[config.mk]
export PLATFORM = sky130hd
export DESIGN_NAME = shift_sequencer_flat
export DESIGN_NICKNAME = d
export VERILOG_FILES = /design/src/rtl/shift_seq_pkg.sv /design/src/rtl/shift_sequencer_if.sv /design/src/rtl/shift_sequencer_amount_calc.sv /design/src/rtl/shift_sequencer.sv /design/src/flat_wrapper.sv
export SDC_FILE = /design/constraint.sdc
export NUM_CORES = 1
export LEC_CHECK = 0
export BUFFER_PORTS_ARGS = -buffer_cell sky130_fd_sc_hd__buf_2
export CAP_MARGIN = 0
export CORE_ASPECT_RATIO = 1.75
export CORE_UTILIZATION = 40
export CTS_CLUSTER_SIZE = 30
export DETAILED_ROUTE_END_ITERATION = 10
export GPL_ROUTABILITY_DRIVEN = 0
export GPL_TIMING_DRIVEN = 1
export PLACE_DENSITY_LB_ADDON = 0.1
export SLEW_MARGIN = 20
export SYNTH_ARGS = -nofsm -noshare
export SYNTH_HDL_FRONTEND = slang
export SYNTH_SLANG_ARGS = --single-unit
[constraint.sdc]
create_clock -name clk -period 4.1 [get_ports clk]
set_clock_uncertainty 0.1 [all_clocks]
set_input_delay 0.205 -clock clk [delete_from_list [all_inputs] [get_ports clk]]
set_output_delay 0.205 -clock clk [all_outputs]
set_load 0.01 [all_outputs]
[src/rtl/shift_seq_pkg.sv]
// Shared types and width constants for the shift sequencer.
//   shift_mode_t : request mode encoding (matches the 2-bit in_mode field)
//   state_t      : sequencer FSM states
//   DATA_W/AMT_W/N_W : operand, request-amount and shifter-amount widths
package shift_seq_pkg;

  localparam int DATA_W = 8;
  localparam int AMT_W  = 5;
  localparam int N_W    = 4;

  typedef enum logic [1:0] {
    SH_LSR = 2'b00,
    SH_ASR = 2'b01,
    SH_LSL = 2'b10,
    SH_ROR = 2'b11
  } shift_mode_t;

  typedef enum logic [1:0] {
    IDLE  = 2'd0,
    SHIFT = 2'd1,
    DONE  = 2'd2
  } state_t;

endpackage

[src/rtl/shift_sequencer_if.sv]
// Request/response handshake bundle of the shift sequencer.
//   in_valid/in_ready/in_data/in_amount/in_mode : request channel
//   out_valid/out_ready/out_data/out_passes     : result channel
//   master : the client issuing requests and consuming results
//   slave  : the sequencer
interface shift_sequencer_if;
  import shift_seq_pkg::*;

  logic              in_valid;
  logic              in_ready;
  logic [DATA_W-1:0] in_data;
  logic [AMT_W-1:0]  in_amount;
  logic [1:0]        in_mode;
  logic              out_valid;
  logic              out_ready;
  logic [DATA_W-1:0] out_data;
  logic [N_W-1:0]    out_passes;

  modport master (
    output in_valid, in_data, in_amount, in_mode, out_ready,
    input  in_ready, out_valid, out_data, out_passes
  );

  modport slave (
    input  in_valid, in_data, in_amount, in_mode, out_ready,
    output in_ready, out_valid, out_data, out_passes
  );

endinterface

[src/rtl/shift_sequencer_amount_calc.sv]
// Combinational amount decoder.
//   mode_i   : request mode (shift_mode_t encoding)
//   amount_i : requested shift amount 0..31
//   eff_o    : effective amount (rotate: amount mod 8, else min(amount, 8))
//   passes_o : shifter passes needed, max(1, ceil(eff / STEP_MAX))
module shift_amount_calc
  import shift_seq_pkg::*;
#(
  parameter int STEP_MAX = 7
) (
  input  logic [1:0]       mode_i,
  input  logic [AMT_W-1:0] amount_i,
  output logic [N_W-1:0]   eff_o,
  output logic [N_W-1:0]   passes_o
);

  // One extra bit so eff + STEP_MAX - 1 (at most 15) cannot wrap.
  logic [N_W:0] round_up;

  always_comb begin
    if (shift_mode_t'(mode_i) == SH_ROR) begin
      eff_o = {1'b0, amount_i[2:0]};
    end else if (amount_i >= AMT_W'(8)) begin
      // Any shift of 8 or more already flushes the whole byte.
      eff_o = N_W'(8);
    end else begin
      eff_o = amount_i[N_W-1:0];
    end

    round_up = {1'b0, eff_o} + (N_W+1)'(STEP_MAX - 1);

    // A zero amount still spends one pass with sh_n = 0.
    if (eff_o == '0) begin
      passes_o = N_W'(1);
    end else begin
      passes_o = N_W'(round_up / (N_W+1)'(STEP_MAX));
    end
  end

endmodule

[src/rtl/shift_sequencer.sv]
// Multi-cycle control stage around an external 8-bit funnel shifter.
//   clk, rst_n : clock, asynchronous active-low reset
//   bus        : request/result handshake (slave side)
//   sh_i/sh_n/sh_ar/sh_lr/sh_rot : drive the shifter inputs
//   sh_o       : shifter result, combinational from sh_*
// A request is split into passes of at most STEP_MAX positions; each pass
// feeds the accumulator through the shifter and captures the result.
module shift_sequencer
  import shift_seq_pkg::*;
#(
  parameter int STEP_MAX = 7
) (
  input  logic              clk,
  input  logic              rst_n,
  shift_sequencer_if.slave  bus,
  output logic [DATA_W-1:0] sh_i,
  output logic [N_W-1:0]    sh_n,
  output logic              sh_ar,
  output logic              sh_lr,
  output logic              sh_rot,
  input  logic [DATA_W-1:0] sh_o
);

  if (STEP_MAX < 1 || STEP_MAX > 8) begin : g_step_max_check
    $error("shift_sequencer: STEP_MAX must lie in 1..8");
  end

  localparam logic [N_W-1:0] STEP_N = N_W'(STEP_MAX);

  state_t            state_q, state_d;
  logic [DATA_W-1:0] acc_q, acc_d;
  logic [N_W-1:0]    rem_q, rem_d;
  shift_mode_t       mode_q, mode_d;
  logic [N_W-1:0]    pass_q, pass_d;
  logic [N_W-1:0]    target_q, target_d;
  logic              out_valid_q, out_valid_d;
  logic [DATA_W-1:0] out_data_q, out_data_d;
  logic [N_W-1:0]    out_passes_q, out_passes_d;

  logic [N_W-1:0]    eff;
  logic [N_W-1:0]    passes;
  logic [N_W-1:0]    step;

  shift_amount_calc #(
    .STEP_MAX (STEP_MAX)
  ) u_amount_calc (
    .mode_i   (bus.in_mode),
    .amount_i (bus.in_amount),
    .eff_o    (eff),
    .passes_o (passes)
  );

  // Never step past what is left, so remaining cannot underflow.
  assign step = (rem_q > STEP_N) ? STEP_N : rem_q;

  assign sh_i   = acc_q;
  assign sh_n   = (state_q == SHIFT) ? step : '0;
  assign sh_ar  = (state_q == SHIFT) && (mode_q == SH_ASR);
  assign sh_lr  = (state_q == SHIFT) && (mode_q == SH_LSL);
  assign sh_rot = (state_q == SHIFT) && (mode_q == SH_ROR);

  assign bus.in_ready   = (state_q == IDLE);
  assign bus.out_valid  = out_valid_q;
  assign bus.out_data   = out_data_q;
  assign bus.out_passes = out_passes_q;

  always_comb begin
    state_d      = state_q;
    acc_d        = acc_q;
    rem_d        = rem_q;
    mode_d       = mode_q;
    pass_d       = pass_q;
    target_d     = target_q;
    out_valid_d  = out_valid_q;
    out_data_d   = out_data_q;
    out_passes_d = out_passes_q;

    unique case (state_q)
      IDLE: begin
        if (bus.in_valid) begin
          acc_d    = bus.in_data;
          rem_d    = eff;
          mode_d   = shift_mode_t'(bus.in_mode);
          pass_d   = '0;
          target_d = passes;
          state_d  = SHIFT;
        end
      end
      SHIFT: begin
        acc_d  = sh_o;
        rem_d  = rem_q - step;
        pass_d = pass_q + N_W'(1);
        if (rem_d == '0) begin
          state_d      = DONE;
          out_valid_d  = 1'b1;
          out_data_d   = sh_o;
          out_passes_d = pass_q + N_W'(1);
        end
      end
      DONE: begin
        if (bus.out_ready) begin
          out_valid_d = 1'b0;
          state_d     = IDLE;
        end
      end
      default: begin
        state_d = IDLE;
      end
    endcase
  end

  always_ff @(posedge clk or negedge rst_n) begin
    if (!rst_n) begin
      state_q      <= IDLE;
      acc_q        <= '0;
      rem_q        <= '0;
      mode_q       <= SH_LSR;
      pass_q       <= '0;
      target_q     <= '0;
      out_valid_q  <= 1'b0;
      out_data_q   <= '0;
      out_passes_q <= '0;
    end else begin
      state_q      <= state_d;
      acc_q        <= acc_d;
      rem_q        <= rem_d;
      mode_q       <= mode_d;
      pass_q       <= pass_d;
      target_q     <= target_d;
      out_valid_q  <= out_valid_d;
      out_data_q   <= out_data_d;
      out_passes_q <= out_passes_d;
    end
  end

  // The pass count predicted at accept must match the passes actually run.
  a_pass_count: assert property (
    @(posedge clk) disable iff (!rst_n)
    (state_q == SHIFT && rem_d == '0) |-> (pass_d == target_q)
  );

endmodule

[src/flat_wrapper.sv]
// flat-port wrapper written by rule: the top's interface ports become plain ports
module shift_sequencer_flat import shift_seq_pkg::*;
#(
  parameter int STEP_MAX = 7
)
  (clk, rst_n, sh_i, sh_n, sh_ar, sh_lr, sh_rot, sh_o, bus_in_valid, bus_in_data, bus_in_amount, bus_in_mode, bus_out_ready, bus_in_ready, bus_out_valid, bus_out_data, bus_out_passes);
  shift_sequencer_if bus_i ();
  input  logic clk;
  input  logic rst_n;
  output logic [DATA_W-1:0] sh_i;
  output logic [N_W-1:0] sh_n;
  output logic sh_ar;
  output logic sh_lr;
  output logic sh_rot;
  input  logic [DATA_W-1:0] sh_o;
  input wire logic [$bits(bus_i.in_valid)-1:0] bus_in_valid;
  input wire logic [$bits(bus_i.in_data)-1:0] bus_in_data;
  input wire logic [$bits(bus_i.in_amount)-1:0] bus_in_amount;
  input wire logic [$bits(bus_i.in_mode)-1:0] bus_in_mode;
  input wire logic [$bits(bus_i.out_ready)-1:0] bus_out_ready;
  output wire logic [$bits(bus_i.in_ready)-1:0] bus_in_ready;
  output wire logic [$bits(bus_i.out_valid)-1:0] bus_out_valid;
  output wire logic [$bits(bus_i.out_data)-1:0] bus_out_data;
  output wire logic [$bits(bus_i.out_passes)-1:0] bus_out_passes;
  assign bus_i.in_valid = bus_in_valid;
  assign bus_i.in_data = bus_in_data;
  assign bus_i.in_amount = bus_in_amount;
  assign bus_i.in_mode = bus_in_mode;
  assign bus_i.out_ready = bus_out_ready;
  assign bus_in_ready = bus_i.in_ready;
  assign bus_out_valid = bus_i.out_valid;
  assign bus_out_data = bus_i.out_data;
  assign bus_out_passes = bus_i.out_passes;
  shift_sequencer #(.STEP_MAX(STEP_MAX)) u_core (.clk(clk), .rst_n(rst_n), .bus(bus_i), .sh_i(sh_i), .sh_n(sh_n), .sh_ar(sh_ar), .sh_lr(sh_lr), .sh_rot(sh_rot), .sh_o(sh_o));
endmodule
=== After elaboration in Yosys (flattened, before gate mapping) ===
Cells that the tools add are included.

* Add/subtract/negate cells: 2
* Order comparisons: 2
* Equal/unequal tests: 9
* Muxes and demuxes: 17
* Reductions and logical operators: 12

{| class="wikitable"
|+ Operator list
! kind !! count
|-
| 4-bit two-way mux || 6
|-
| 4-bit case mux with 2 select lines || 2
|-
| 8-bit case mux with 2 select lines || 1
|-
| 2-bit equality test (second input constant) || 4
|-
| 8-bit two-way mux || 1
|-
| 2-bit two-way mux || 3
|-
| 2-bit != test (second input constant) || 3
|-
| 2-bit case mux with 3 select lines || 1
|-
| 2-bit AND reduction || 3
|-
| 3-bit AND reduction || 2
|-
| 5-bit by 4-bit greater-or-equal comparator with 1-bit output (second input constant) || 1
|-
| 4-bit by 1-bit adder with 4-bit output (second input constant) || 1
|-
| 2-bit by 1-bit equality test with 1-bit output (second input constant) || 2
|-
| 4-bit by 3-bit > comparator with 1-bit output (second input constant) || 1
|-
| 4-bit zero test || 1
|-
| 2-bit nonzero test || 2
|-
| 4-bit subtractor || 1
|-
| 1-bit logical AND || 3
|-
| 2-bit zero test || 1
|-
| 1-bit two-way mux || 2
|-
| 1-bit case mux with 2 select lines || 1
|}

* Register bits: 33
* Output and inout bits: 29

=== Depth between registers and ports, before layout ===
* Depth after elaboration: 6
* Depth in mapped cells: 7
* Depth with buffers taken out: 5

=== Hierarchy ===
Synthesis repeated with hierarchy kept, for this count alone.

* Cell total of the unflattened synthesis: 164
* Area, all modules: 1,806.7 sq um

{| class="wikitable"
|+ By module, submodules not included
! module !! instances !! cells each !! area each (sq um) !! sequential area each (sq um)
|-
| shift_sequencer || 1 || 145 || 1,672.9 || 825.8
|-
| shift_amount_calc || 1 || 19 || 133.9 || 0.0
|}

=== Least setup slack after synthesis ===
Ideal clock, no wire load.

* Path type: reg2reg
* From: register u_core.rem_q[3]
* To: register u_core.out_data_q[0] (netlist: u_core.bus.out_data[0])
* Setup time: 0.125 ns
* Arrival: 1.754 ns
* Data required time: 3.875 ns
* Slack: 2.121 ns
* Cell stages (with the launch flop): 8
* Buffers on the path: 2
* Cell sequence: dfrtp_1 > clkbuf_1 > nand2b_1 > ha_1 > nand2_1 > a211oi_4 > buf_8 > mux2_4

* Longest elaborated chain between the ends: 5

{| class="wikitable"
|+ RTL lines
! element !! line !! source
|-
| from (decl) || shift_sequencer.sv:32 || <nowiki>logic [N_W-1:0] rem_q, rem_d;</nowiki>
|-
| from (signal assigned) || shift_sequencer.sv:126 || <nowiki>rem_q <= rem_d;</nowiki>
|-
| 4-bit by 3-bit > comparator with 1-bit output || shift_sequencer.sv:54 || <nowiki>assign step = (rem_q > STEP_N) ? STEP_N : rem_q;</nowiki>
|-
| 4-bit two-way mux || shift_sequencer.sv:54 ||
|-
| 4-bit subtractor * || shift_sequencer.sv:91 || <nowiki>rem_d = rem_q - step;</nowiki>
|-
| 4-bit zero test * || shift_sequencer.sv:93 || <nowiki>if (rem_d == '0) begin</nowiki>
|-
| 2-bit AND reduction (no source line) * || n/a ||
|-
| to (signal assigned) || shift_sequencer.sv:131 || <nowiki>out_data_q <= out_data_d;</nowiki>
|-
| to (decl) || shift_sequencer.sv:37 || <nowiki>logic [DATA_W-1:0] out_data_q, out_data_d;</nowiki>
|}

Mark *: on every way between the ends. The rest lies on a longest branch, timed or not.
A chain may end at the register's enable or synchronous reset.

=== Final worst setup path ===
* From: register u_core.rem_q[3]
* To: register u_core.out_passes_q[3] (netlist: u_core.bus.out_passes[3])

* Longest elaborated chain between the ends: 5

{| class="wikitable"
|+ RTL lines
! element !! line !! source
|-
| 4-bit by 3-bit > comparator with 1-bit output || shift_sequencer.sv:54 ||
|-
| 4-bit two-way mux || shift_sequencer.sv:54 ||
|-
| 4-bit subtractor * || shift_sequencer.sv:91 ||
|-
| 4-bit zero test * || shift_sequencer.sv:93 ||
|-
| 2-bit AND reduction (no source line) * || n/a ||
|-
| to (signal assigned) || shift_sequencer.sv:132 || <nowiki>out_passes_q <= out_passes_d;</nowiki>
|-
| to (decl) || shift_sequencer.sv:38 || <nowiki>logic [N_W-1:0] out_passes_q, out_passes_d;</nowiki>
|}

Marked as above.

==> impl_results.md <==
- HPWL Detailed: 2570 um
- Placed instance area: 0.00185 mm^2
- Met1 GRT Util: 0.196
- FF+latch count, synth: 33
- Post-synth net total: 178
- Clock sinks: 33
- Clk slew on worst S/H paths: 70 ps
- Dominant cell type by area after synthesis: dfrtp_1
- Yosys warning count: 0
- IO Count: 56
- CTS buffer count: 5
- Site row count: 29
- CP arrival: 2460 ps
- Share of Yosys cell area claimed by the top area cell type: 0.523
- Worst rel slew slack: 0.406
- Ys async rst share: 1.00
- Count leader, synth: dfrtp_1
- Design area: 0.00198 mm^2
- Crit path launch: u_core.rem_q[3]
- Worst flop-to-flop path startpoint: u_core.rem_q[3]
- Mapped Cells: 149
- Worst Path Required: 4170 ps
- Die area: 0.00421 mm^2
- Period utilization: 0.584
- Skew-Pair Late Insertion Delay: 280 ps
- Min-delay src: bus_in_mode[0]
- Resized cells post-CTS: 0
- Post-synthesis sequential area ratio: 0.523
- Area grow syn2layout: 25.4%
- Nets: 231
- Crit-path max FO: 14
- DRT antenna net count: 0
- Worst setup SP type: flip-flop
- Drt first pass iters: 4
- Status: complete, no violations
- Hold buffer count at CTS: 1
- Initial Util: 0.427
- Post-synth top cells: dfrtp_1 (33), nor2_1 (28), nand2_1 (16)
- Critical path type: reg -> reg
- Maxcap violations: 0
- Grt total ovfl: 0
- First-pass GRT wire length: 5700 um
- Worst slack, placed: 1680 ps
- DRC violations left: 0
- PD cells: 837 mW/mm^2
- Port Buffers: 54
- Clock tree buffer depth: 2
- Die W: 49.5 um
- Pwr Total: 1660 uW
- H-Tree Level Count: 2
- Met2 Usage GRT: 0.319
- Post-synth cell types: 37
- CTS tree: yes
- Number of flops mapped to enable cells by yosys: 0
- Root Buffer: clkbuf_8
- Worst hold path class: in -> reg
- Initial antenna violation count: 0
- Final hold slack: 27.6 ps
- Max Slew Vio Count: 0
- Pleak: 0.000988 uW
- Setup bufs post-CTS: 0
- Min-Delay Endpoint: u_core.mode_q[0]
- Vias per inst: 5.19
- Vias in the first global route: 1279
- Fin worst setup slack: 1710 ps
- Hold Path Depth: 3
- Core outline area: 0.00370 mm^2
- GRT Overall Usage: 0.180
- Mean Syn Cell Area: 10.6 um^2
- Gr busiest metal: met2
- Pin count of the biggest net entering global routing: 34
- Met3 usage: 0.0448
- Reg-to-reg endpoint: u_core.bus.out_passes[3]
- Max Clock Freq: 418 MHz
- Slew @ Worst Pin: 888 ps
- Vias: 1293
- Syn Std Cell Area: 0.00158 mm^2
- FF-to-FF path depth: 5
- CP Capture Type: flip-flop
- Diode count: 0
- Fraction of layout instances using a drive strength above 1: 0.389
- Routed length per instance: 14.0 um
- Flop-to-flop setup slack: 1710 ps
- Count of final setup violators: 0
- Drt initial violations: 37
- Final setup TNS: 0 ps
- Routed WL: 3500 um
- Tmin final: 2390 ps
- Primary FF master, synth: dfrtp_1
- Peak supply drop: 0.442 mV
- Top area cells in the synthesized netlist: dfrtp_1 (52%), mux2_4 (6.7%), nor2_1 (6.7%)
- Die height: 85.1 um
- Number of hold violations in the final report: 0
- RSZ-0062 raised after global routing: no
[critical path, cell delays in order, from the launching register on]
cell,delay [ps]
dfrtp_1,490
nand2b_1,160
ha_1,220
nand2_1,120
a211oi_4,780
mux2_2,420
[logic make-up after synthesis]
family                   Yosys count  share of synthesized area
AND/OR/NAND/NOR                   57                      0.160
other                              1                    0.00237
flip-flops                        33                      0.523
multiplexers                      12                      0.101
buffers and inverters             13                     0.0428
XOR/XNOR                           2                     0.0111
AO/OA/AOI/OAI                     29                      0.143
adder cells (fa/ha/maj)            2                     0.0158
[metrics by stage]
step / util / instances
floorplan: - / 149
global placement: 0.501 / 240
detailed placement: 0.501 / 240
CTS: 0.535 / 249
global route: 0.535 / 249
finish: 0.535 / 249
[how the worst max path moves through the flow]
stage	to	slack (ps)	cells after the start
5_1_grt	u_core.bus.out_passes[3]	1550	5
3_5_place_dp	u_core.bus.out_passes[3]	1680	5
4_1_cts	u_core.bus.out_data[6]	1670	5
3_3_place_gp	u_core.bus.out_data[7]	1770	5
6_report	u_core.bus.out_passes[3]	1710	5
2_1_floorplan	u_core.bus.out_data[0]	2120	7
[cell type report]
class,instances,area [um^2]
Multi-Input combinational cell,103,686
Timing Repair Buffer,55,280
Inverter,4,15.0
Clock buffer,7,86.3
Sequential cell,33,826
Clock inverter,1,30.0
Tap cell,46,57.6
Fill cell,363,1720
[state kept, by name, indices dropped and copies added, names as in the netlist]
name and cells:
u_core.mode_q 2, u_core.sh_i 8, u_core.pass_q 4, u_core.bus.out_valid 1, u_core.bus.out_data 8, u_core.bus.out_passes 4
u_core.rem_q 4, u_core.state_q 2
[where the power goes]
group | switching, uW | internal (uW) | leakage [uW] | total, uW
Clock | 111 | 198 | 0.0000585 | 309
Combinational | 376 | 357 | 0.000531 | 734
Sequential | 135 | 480 | 0.000398 | 615
Total | 623 | 1030 | 0.000988 | 1660
[per-layer routing]
layer / routed length, um / part of all wire
met4: 59 / 0.017
met5: 0 / 0
met3: 165 / 0.047
met2: 1910 / 0.55
met1: 1370 / 0.39
[layout by cell type, fill, tap and decap left out, drive strengths merged, types with 2 or more instances in the layout]
cell type  instances
nand2             16
nand3              2
a21o               2
o22ai              9
buf               54
nor3b              2
mux2              11
nand2b             4
dfrtp             33
inv                4
ha                 2
nor2              28
clkbuf             7
o21ai              4
o2bb2ai            3
a32oi              3
Note: power is estimated with default switching activity, not from simulation.
